**config.mk**
```make
export PLATFORM = sky130hd
export DESIGN_NAME = ls193_driver
export DESIGN_NICKNAME = d
export VERILOG_FILES = /design/src/rtl/ls193_pkg.sv /design/src/rtl/ls193_sync2.sv /design/src/rtl/ls193_driver.sv
export SDC_FILE = /design/constraint.sdc
export NUM_CORES = 1
export LEC_CHECK = 0
export CAP_MARGIN = 20
export CORE_UTILIZATION = 60
export CTS_BUF_LIST = sky130_fd_sc_hd__clkbuf_8
export CTS_CLUSTER_DIAMETER = 100
export DETAILED_ROUTE_END_ITERATION = 16
export PLACE_DENSITY = 0.95
export RECOVER_POWER = 100
export SYNTH_ARGS = -nofsm -noshare
export SYNTH_HDL_FRONTEND = slang
export SYNTH_HIERARCHICAL = 1
export SYNTH_SLANG_ARGS = --single-unit
```
**constraint.sdc**
```tcl
create_clock -name CLK -period 3.5 [get_ports CLK]
set_input_delay 0.525 -clock CLK [delete_from_list [all_inputs] [get_ports CLK]]
set_output_delay 0.525 -clock CLK [all_outputs]
set_load 0.01 [all_outputs]
```
**src/rtl/ls193_pkg.sv**
```systemverilog
// Shared definitions for the 74LS193 counter driver: command encodings,
// controller states and synchronizer depth.
package ls193_pkg;

  localparam int unsigned SYNC_DEPTH = 2;

  typedef enum logic [1:0] {
    OP_CLR  = 2'b00,
    OP_LOAD = 2'b01,
    OP_UP   = 2'b10,
    OP_DOWN = 2'b11
  } op_t;

  typedef enum logic [2:0] {
    IDLE,
    CLR_ACT,
    LOAD_ACT,
    PULSE_LO,
    PULSE_HI,
    SETTLE,
    CHECK
  } state_t;

  // Model of one count step on the device, wrapping modulo 16.
  function automatic logic [3:0] step4(input logic [3:0] q, input op_t op);
    return (op == OP_DOWN) ? q - 4'd1 : q + 4'd1;
  endfunction

endpackage

```
**src/rtl/ls193_sync2.sv**
```systemverilog
// Multi-flop synchronizer for pin inputs arriving asynchronously to clk.
module ls193_sync2
  import ls193_pkg::*;
#(
  parameter int unsigned WIDTH = 1
) (
  input  logic             clk,
  input  logic [WIDTH-1:0] d,
  output logic [WIDTH-1:0] q
);

  logic [WIDTH-1:0] stage [SYNC_DEPTH];

  always_ff @(posedge clk) begin
    stage[0] <= d;
    for (int unsigned i = 1; i < SYNC_DEPTH; i++) begin
      stage[i] <= stage[i-1];
    end
  end

  assign q = stage[SYNC_DEPTH-1];

endmodule

```
**src/rtl/ls193_driver.sv**
```systemverilog
// Command-driven exerciser for a 74LS193 up/down counter: pulses the device
// pins, tracks the expected count and checks the read-back value.
module ls193_driver
  import ls193_pkg::*;
#(
  parameter int unsigned PULSE_W  = 2,
  parameter int unsigned SETTLE_W = 3
) (
  input  logic       CLK,
  input  logic       RST,
  input  logic       CMD_VALID,
  output logic       CMD_READY,
  input  logic [1:0] CMD_OP,
  input  logic [3:0] CMD_DATA,
  output logic       UP,
  output logic       DOWN,
  output logic       LOAD_Bar,
  output logic       CLR,
  output logic       A,
  output logic       B,
  output logic       C,
  output logic       D,
  input  logic       QA,
  input  logic       QB,
  input  logic       QC,
  input  logic       QD,
  input  logic       CO_Bar,
  input  logic       BO_Bar,
  output logic       DONE,
  output logic [3:0] Q_EXP,
  output logic       MISMATCH,
  output logic       CARRY,
  output logic       BORROW
);

  localparam logic [3:0] PW_M1 = 4'(PULSE_W - 1);
  localparam logic [3:0] SW_M1 = 4'(SETTLE_W - 1);

  state_t state, state_nxt;
  op_t    op_r, op_nxt;
  logic [3:0] cnt, cnt_nxt;
  logic [3:0] npulse, npulse_nxt;
  logic [3:0] preset, preset_nxt;
  logic [3:0] qexp_nxt;
  logic       done_nxt, mism_nxt, carry_nxt, borrow_nxt;
  logic       up_nxt, down_nxt, load_bar_nxt, clr_nxt;
  logic [5:0] pin_s;
  logic [3:0] q_s;
  logic       co_s, bo_s;
  logic [SYNC_DEPTH-1:0] lo_pipe;

  ls193_sync2 #(.WIDTH(6)) u_sync (
    .clk (CLK),
    .d   ({BO_Bar, CO_Bar, QD, QC, QB, QA}),
    .q   (pin_s)
  );

  assign q_s  = pin_s[3:0];
  assign co_s = pin_s[4];
  assign bo_s = pin_s[5];

  assign CMD_READY = (state == IDLE);
  assign {D, C, B, A} = preset;

  always_comb begin
    state_nxt  = state;
    op_nxt     = op_r;
    cnt_nxt    = cnt;
    npulse_nxt = npulse;
    preset_nxt = preset;
    qexp_nxt   = Q_EXP;
    done_nxt   = 1'b0;
    mism_nxt   = MISMATCH;
    carry_nxt  = CARRY;
    borrow_nxt = BORROW;

    // The pulse-low window is delayed by the synchronizer depth so the
    // terminal-count flags are judged against the pulse that caused them.
    if (lo_pipe[SYNC_DEPTH-1]) begin
      if (op_r == OP_UP && !co_s)   carry_nxt  = 1'b1;
      if (op_r == OP_DOWN && !bo_s) borrow_nxt = 1'b1;
    end

    unique case (state)
      IDLE: begin
        if (CMD_VALID) begin
          op_nxt     = op_t'(CMD_OP);
          carry_nxt  = 1'b0;
          borrow_nxt = 1'b0;
          mism_nxt   = 1'b0;
          cnt_nxt    = PW_M1;
          unique case (op_nxt)
            OP_CLR: begin
              state_nxt = CLR_ACT;
              qexp_nxt  = '0;
            end
            OP_LOAD: begin
              state_nxt  = LOAD_ACT;
              preset_nxt = CMD_DATA;
              qexp_nxt   = CMD_DATA;
            end
            default: begin
              if (CMD_DATA == '0) begin
                state_nxt = SETTLE;
                cnt_nxt   = SW_M1;
              end else begin
                state_nxt  = PULSE_LO;
                npulse_nxt = CMD_DATA;
              end
            end
          endcase
        end
      end
      CLR_ACT, LOAD_ACT: begin
        if (cnt == '0) begin
          state_nxt = SETTLE;
          cnt_nxt   = SW_M1;
        end else begin
          cnt_nxt = cnt - 4'd1;
        end
      end
      PULSE_LO: begin
        if (cnt == '0) begin
          state_nxt = PULSE_HI;
          cnt_nxt   = PW_M1;
          qexp_nxt  = step4(Q_EXP, op_r);
        end else begin
          cnt_nxt = cnt - 4'd1;
        end
      end
      PULSE_HI: begin
        if (cnt == '0) begin
          npulse_nxt = npulse - 4'd1;
          if (npulse == 4'd1) begin
            state_nxt = SETTLE;
            cnt_nxt   = SW_M1;
          end else begin
            state_nxt = PULSE_LO;
            cnt_nxt   = PW_M1;
          end
        end else begin
          cnt_nxt = cnt - 4'd1;
        end
      end
      SETTLE: begin
        if (cnt == '0) state_nxt = CHECK;
        else           cnt_nxt   = cnt - 4'd1;
      end
      CHECK: begin
        state_nxt = IDLE;
        done_nxt  = 1'b1;
        mism_nxt  = (q_s != Q_EXP);
      end
      default: state_nxt = IDLE;
    endcase

    up_nxt       = !(state_nxt == PULSE_LO && op_nxt == OP_UP);
    down_nxt     = !(state_nxt == PULSE_LO && op_nxt == OP_DOWN);
    load_bar_nxt = (state_nxt != LOAD_ACT);
    clr_nxt      = (state_nxt == CLR_ACT);
  end

  always_ff @(posedge CLK) begin
    if (RST) begin
      state    <= IDLE;
      op_r     <= OP_CLR;
      cnt      <= '0;
      npulse   <= '0;
      preset   <= '0;
      Q_EXP    <= '0;
      DONE     <= 1'b0;
      MISMATCH <= 1'b0;
      CARRY    <= 1'b0;
      BORROW   <= 1'b0;
      UP       <= 1'b1;
      DOWN     <= 1'b1;
      LOAD_Bar <= 1'b1;
      CLR      <= 1'b0;
      lo_pipe  <= '0;
    end else begin
      state    <= state_nxt;
      op_r     <= op_nxt;
      cnt      <= cnt_nxt;
      npulse   <= npulse_nxt;
      preset   <= preset_nxt;
      Q_EXP    <= qexp_nxt;
      DONE     <= done_nxt;
      MISMATCH <= mism_nxt;
      CARRY    <= carry_nxt;
      BORROW   <= borrow_nxt;
      UP       <= up_nxt;
      DOWN     <= down_nxt;
      LOAD_Bar <= load_bar_nxt;
      CLR      <= clr_nxt;
      lo_pipe  <= {lo_pipe[SYNC_DEPTH-2:0], ~(UP & DOWN)};
    end
  end

endmodule

```
==> results of run 1 <==
[through the flow]
stage	instances	setup slack, ns	area (um^2)	utilization (%)	hold WS [ns]
4_1_cts	296	1.09	2470	73.5	0.337
2_1_floorplan	230	1.70	2130	-	0.310
3_3_place_gp	290	1.12	2400	71.2	0.310
3_5_place_dp	290	1.04	2400	71.2	0.319
5_1_grt	296	0.717	2460	73.3	0.340
6_report	296	0.846	2460	73.3	0.328
[sequential cells by signal, summed over array words and instances (netlist names), 2 cells and up]
signal and count:
state 3, lo_pipe 2, preset 4, cnt 4
u_sync/stage 12, npulse 4, op_r 2, Q_EXP 4
[layout make-up]
| class | instances | area [um^2] | share of cell area [%] |
|---|---|---|---|
| clock buffer | 5 | 68.8 | 2.79 |
| clock inverter | 1 | 7.51 | 0.305 |
| inverter | 11 | 41.3 | 1.68 |
| multi-input combinational | 157 | 1110 | 44.9 |
| sequential | 43 | 861 | 34.9 |
| tap | 46 | 57.6 | 2.34 |
| timing repair buffer | 33 | 322 | 13.0 |
[Yosys cell counts, drive strengths merged (2+ instances only)]
master	n	area share, %
a2111o	3	1.6
a21boi	2	0.88
a21o	2	0.70
a21oi	18	4.2
a31o	2	0.82
a31oi	4	1.5
and3	3	0.88
and3b	4	1.6
buf	15	4.8
clkbuf	4	0.70
dfxtp	43	40
ha	6	3.5
inv	11	1.9
mux2i	3	1.4
nand2	14	2.5
nand3	7	1.6
nand4	3	0.88
nor2	13	2.3
nor2b	4	1.2
nor3	7	1.6
nor3b	5	2.5
nor4b	2	1.8
o2111ai	3	1.2
o211ai	3	1.1
o21a	2	0.70
o21ai	9	2.1
o31ai	4	1.4
or3	2	0.59
or3b	2	0.82
or4	5	1.8
xnor2	2	0.82
xor2	5	2.1
[report_power, final]
part,leakage (nW),switching (mW),internal (mW)
combinational,0.563,0.469,0.351
clock,0.0361,0.162,0.132
sequential,0.354,0.142,0.576
[metal layers]
| metal | GRT usage [%] | vias up |
|---|---|---|
| li1 | - | 881 |
| met1 | 32.1 | 850 |
| met2 | 41.8 | 90 |
| met3 | 8.82 | 19 |
| met4 | 17.1 | 0 |
| met5 | 0 | - |
[critical path, stage by stage]
cell and delay, ns:
dlygate4sd3_1 0.61, or4_1 0.60, a21boi_0 0.73, o311ai_0 0.26, o41ai_1 0.12
[how the worst min path moves through the flow]
| stage | start | endpoint | slack, ns | cells after the start |
|---|---|---|---|---|
| 5_1_grt | u_sync/stage[0][5]$_DFF_P_ | u_sync/stage[0][11]$_DFF_P_ | 0.34 | 0 |
| 3_5_place_dp | u_sync/stage[0][1]$_DFF_P_ | u_sync/stage[0][7]$_DFF_P_ | 0.32 | 0 |
| 2_1_floorplan | u_sync/stage[0][4]$_DFF_P_ | u_sync/stage[0][10]$_DFF_P_ | 0.31 | 0 |
| 6_report | u_sync/stage[0][4]$_DFF_P_ | u_sync/stage[0][10]$_DFF_P_ | 0.33 | 0 |
| 3_3_place_gp | u_sync/stage[0][4]$_DFF_P_ | u_sync/stage[0][10]$_DFF_P_ | 0.31 | 0 |
| 4_1_cts | u_sync/stage[0][1]$_DFF_P_ | u_sync/stage[0][7]$_DFF_P_ | 0.34 | 0 |
[cells in the final DEF (no fill, tap or decap), types with 3 or more instances in the layout]
cell type / n
nand2_1: 14
and3b_1: 4
a31oi_1: 3
nor2b_1: 4
o21ai_0: 9
a2111o_1: 3
o2111ai_1: 3
o31ai_1: 4
o211ai_1: 3
nor2_1: 13
xor2_1: 5
clkbuf_8: 5
nand3_1: 7
nor3_1: 7
dfxtp_1: 43
dlygate4sd3_1: 26
nand4_1: 3
nor3b_1: 3
or4_1: 5
ha_1: 6
mux2i_1: 3
clkdlybuf4s50_1: 5
a21oi_1: 18
and3_1: 3
inv_1: 11
[kinds of logic after synthesis]
group	count (synthesis)
AOI/OAI and AO/OA	62
DFF	43
muxes	3
and+or+nand+nor	78
adders and majority gates	7
xor gates and xnor gates	7
buffers and inverters	30
==> results.cfg, run 1 <==
[yosys]
syn-num-nets = 252
ys_seq_area_share_pct = 40.4
ys.flop_type = dfxtp_1
synthAdderAreaFrac_pct = 4.47
synth_area_per_cell_um2 = 9.26
ys_warn_count = 6
ys_types = 57
synth-xor-area-share_pct = 2.88
synth_edf_count = 0
synthesis.instances = 230
synthMuxAreaShare_pct = 1.41
synth-compound-area-share_pct = 20.6
async_flop_share_pct = 0
synth_area_mm2 = 0.00213
synth_top_family_by_area = simple AND/OR/NAND/NOR gates
synth-simple-area-share_pct = 22.8
ys_ff_latch = 43

[final_layout]
layout-drive-gt1-share_pct = 6.40
fillers = 265
area_delta_synth_final_pct = 15.7
nets = 273
n_antenna_cell = 0

[clock_tree]
clkLatencyLatePin_ns = 0.30
clockRootBuffer = clkbuf_8
cts-hold-fix-buffers = 0
cts_resized = 0
numCtsBuffers = 5
htree_num_levels = 2
cts_setup_buffers = 0
cts_tree = built
cts_buffer_depth = 2
cts.sinks = 43
clk_pin_slew_ns = 0.08

[sta]
max_slew.worst_pin.slew_ns = 0.865
max_freq_ghz = 0.377
period_needed_ns = 2.65
setup_tns_ns = 0
slew_viol_final = 0
hold_violations = 0
clock_skew_ns = 0.00926
slew_headroom_pct = 41.8
finalCritPeriodShare_pct = 75.8
setup_violations = 0
rsz0062_at_grt = false

[worst_setup_path]
end_kind = register
path_max_fanout = 9
worstSetupStartpoint = CMD_DATA[3]
r2r-start = state[1]$_SDFF_PP0_
cp.required_ns = 3.69
cp-endpoint = npulse[2]$_SDFFE_PP0P_
r2r_slack_ns = 1.27
critPathKind = in -> reg
r2r_cells = 4
start_kind = input port
arrival_ns = 2.85
rr_endpoint = npulse[2]$_SDFFE_PP0P_

[drt]
dr.first_iter.drc_count = 199
route.met2.wl_um = 2340
dr.max_layer_used = met4
wl_per_cell_um = 16.3
wl_um = 4810
wl_met1_um = 1990
vias = 1840
drc = 0
routed_via_density = 6.22
drt_pass1_iterations = 5
wl_met3_um = 327
drtAntennaViolNets = 0

[global_routing]
overflow = 0
grt_pass1_vias = 1751
grt_usage_pct = 27.0
grt_max_degree = 20
grt_antenna_before_repair = 0
grt_pass1_wl_um = 7420

[floorplanning]
start_util_pct = 63.3
die_w_um = 61.6
die_area_mm2 = 0.00379
coreArea_mm2 = 0.00336
die_h_um = 61.6
rows = 21
io_pins = 32

[placed_design]
dp_hpwl_um = 3400
port_buffers = 31
gp_congestion = 0.905

[power_and_ir_drop]
p_leak_nw = 0.953
power.total_mw = 1.83
max-vdd-ir-drop_mv = 0.391
powerDensity_mw_per_mm2 = 744

[status]
outcome = completed

[run]
drv_cap = 0

[worst_hold_path]
hold_path_class = reg -> reg
No activity file was read; power rests on OpenSTA's default activity.
==> run 2: changes to the inputs <==
Settings changed: CORE_UTILIZATION 60 to 56, PLACE_DENSITY 0.95 to 0.9.
Clock period 3.5 ns to 2.5 ns, I/O delays scaled along.
==> run 2 against run 1 <==
Sequential power rose by 36%. Clock power up 89%. Register-to-register slack lost 0.95 ns. Worst setup slack worse by 0.67 ns. Via count decreased by 0.27%. Die area increased by 6.9%. Cell count rose by 2.4%. Critical path type is now reg -> out.
==> results.cfg, run 2 (synthesis gave the netlist of run 1 again) <==
[sta]
fin_ws_ns = 0.173
slew_headroom_pct = 58.1
slew_viol_final = 0
max_freq_ghz = 0.430
setup_tns_ns = 0
rsz0062_at_grt = false
finalCritPeriodShare_pct = 93.1
hold_violations = 0
clock_skew_ns = 0.00665
max_slew.worst_pin.slew_ns = 0.628
period_needed_ns = 2.33
setup_violations = 0

[placed_design]
dpl.cell_count = 295
port_buffers = 31
pre_cts_slack_ns = 0.255
gp_congestion = 0.874
postPlaceCellArea_mm2 = 0.00242
dp_hpwl_um = 3420

[clock_tree]
cts-hold-fix-buffers = 0
clockRootBuffer = clkbuf_8
clkLatencyLatePin_ns = 0.30
numCtsBuffers = 5
cts_setup_buffers = 0
cts_buffer_depth = 2
cts_resized = 0
htree_num_levels = 2
clk_pin_slew_ns = 0.08
cts.sinks = 43
cts_tree = built

[worst_setup_path]
r2r_slack_ns = 0.32
start_kind = register
cp.required_ns = 2.12
critPathKind = reg -> out
end_kind = output pin
worstSetupStartpoint = state[1]$_SDFF_PP0_
cpPeakStageDelay_ns = 0.67
arrival_ns = 1.95
path_max_fanout = 18
rr_endpoint = CLR$_SDFF_PP0_
r2r_cells = 5
r2r-start = state[1]$_SDFF_PP0_
critPathSlowestCell = dlygate4sd3_1
crit_chain = nor3_1 -> dlygate4sd3_1

[global_routing]
top_usage_layer = met2
grt_util_met1_pct = 31.5
grt_use_met3_pct = 4.71
grt_max_degree = 19
overflow = 0
grt_antenna_before_repair = 0
grt_usage_pct = 24.6
grtUsageMet2_pct = 40.4
grt_pass1_vias = 1638
grt_pass1_wl_um = 7720

[floorplanning]
io_pins = 32
die_area_mm2 = 0.00405
start_util_pct = 58.2
coreArea_mm2 = 0.00366
rows = 22
die_w_um = 63.7
die_h_um = 63.7

[drt]
routed_via_density = 6.06
drtAntennaViolNets = 0
dr.first_iter.drc_count = 170
vias = 1835
wl_per_cell_um = 15.2
drt_pass1_iterations = 4
wl_um = 4620
drc = 0

[final_layout]
multi_input_area_mm2 = 0.00110
final_common_cell = dfxtp_1
final_cells = 303
fillers = 290
fin_area_mm2 = 0.00252
largest_register_ffs = 12
final_cell_mix = dfxtp_1 (43), dlygate4sd3_1 (25), a21oi_1 (18)
seq_area_um2 = 861
area_delta_synth_final_pct = 18.4
nets = 276
top_register = u_sync/stage
layout-drive-gt1-share_pct = 7.45
n_antenna_cell = 0

[run]
drv_cap = 0

[power_and_ir_drop]
powerDensity_mw_per_mm2 = 1070
max-vdd-ir-drop_mv = 0.552
p_leak_nw = 0.986

[worst_hold_path]
min_from = u_sync/stage[0][0]$_DFF_P_
hold_path_class = reg -> reg
min_path_cells = 0
hold_end = u_sync/stage[0][6]$_DFF_P_

[status]
outcome = completed
run 2: worst max-delay path by stage:
stage	end	slack, ns	depth (start not counted)
6_report	CMD_READY	0.17	2
5_1_grt	CMD_READY	0.07	2
4_1_cts	CMD_READY	0.19	2
3_5_place_dp	Q_EXP[3]$_SDFFE_PP0P_	0.25	5
3_3_place_gp	Q_EXP[3]$_SDFFE_PP0P_	0.32	5
2_1_floorplan	npulse[0]$_SDFFE_PP0P_	0.70	6
run 2: layout make-up:
cell class / count / share of cell area, %
clock buffer: 6 / 3.28
clock inverter: 2 / 1.39
inverter: 11 / 1.64
multi-input combinational: 157 / 43.8
sequential: 43 / 34.1
tap: 48 / 2.38
timing repair buffer: 36 / 13.3
run 2: power breakdown:
part	total, mW	internal (mW)	switching [mW]
logic	1.17	0.502	0.667
clock network	0.557	0.323	0.234
registers	0.980	0.806	0.174
run 2: layer usage:
metal / up-vias / part of all wire [%]
li1: 884 / -
met1: 860 / 43
met2: 79 / 47
met3: 12 / 7.3
met4: 0 / 1.8
met5: - / 0
run 2: worst max-delay path, delay by kind of cell (launching register included):
family / cells / cell delay [ns]
buf+inv: 1 / 0.67
flops: 1 / 0.51
simple gates: 1 / 0.48
run 2: stage by stage:
| step | hold slack, ns | total power [mW] | utilization (%) |
|---|---|---|---|
| global route | 0.345 | 2.89 | 68.9 |
| floorplan | 0.310 | 1.88 | - |
| global placement | 0.310 | 2.16 | 66.1 |
| finish | 0.333 | 2.71 | 68.9 |
| CTS | 0.336 | 2.75 | 69.3 |
| detailed placement | 0.316 | 2.19 | 66.1 |
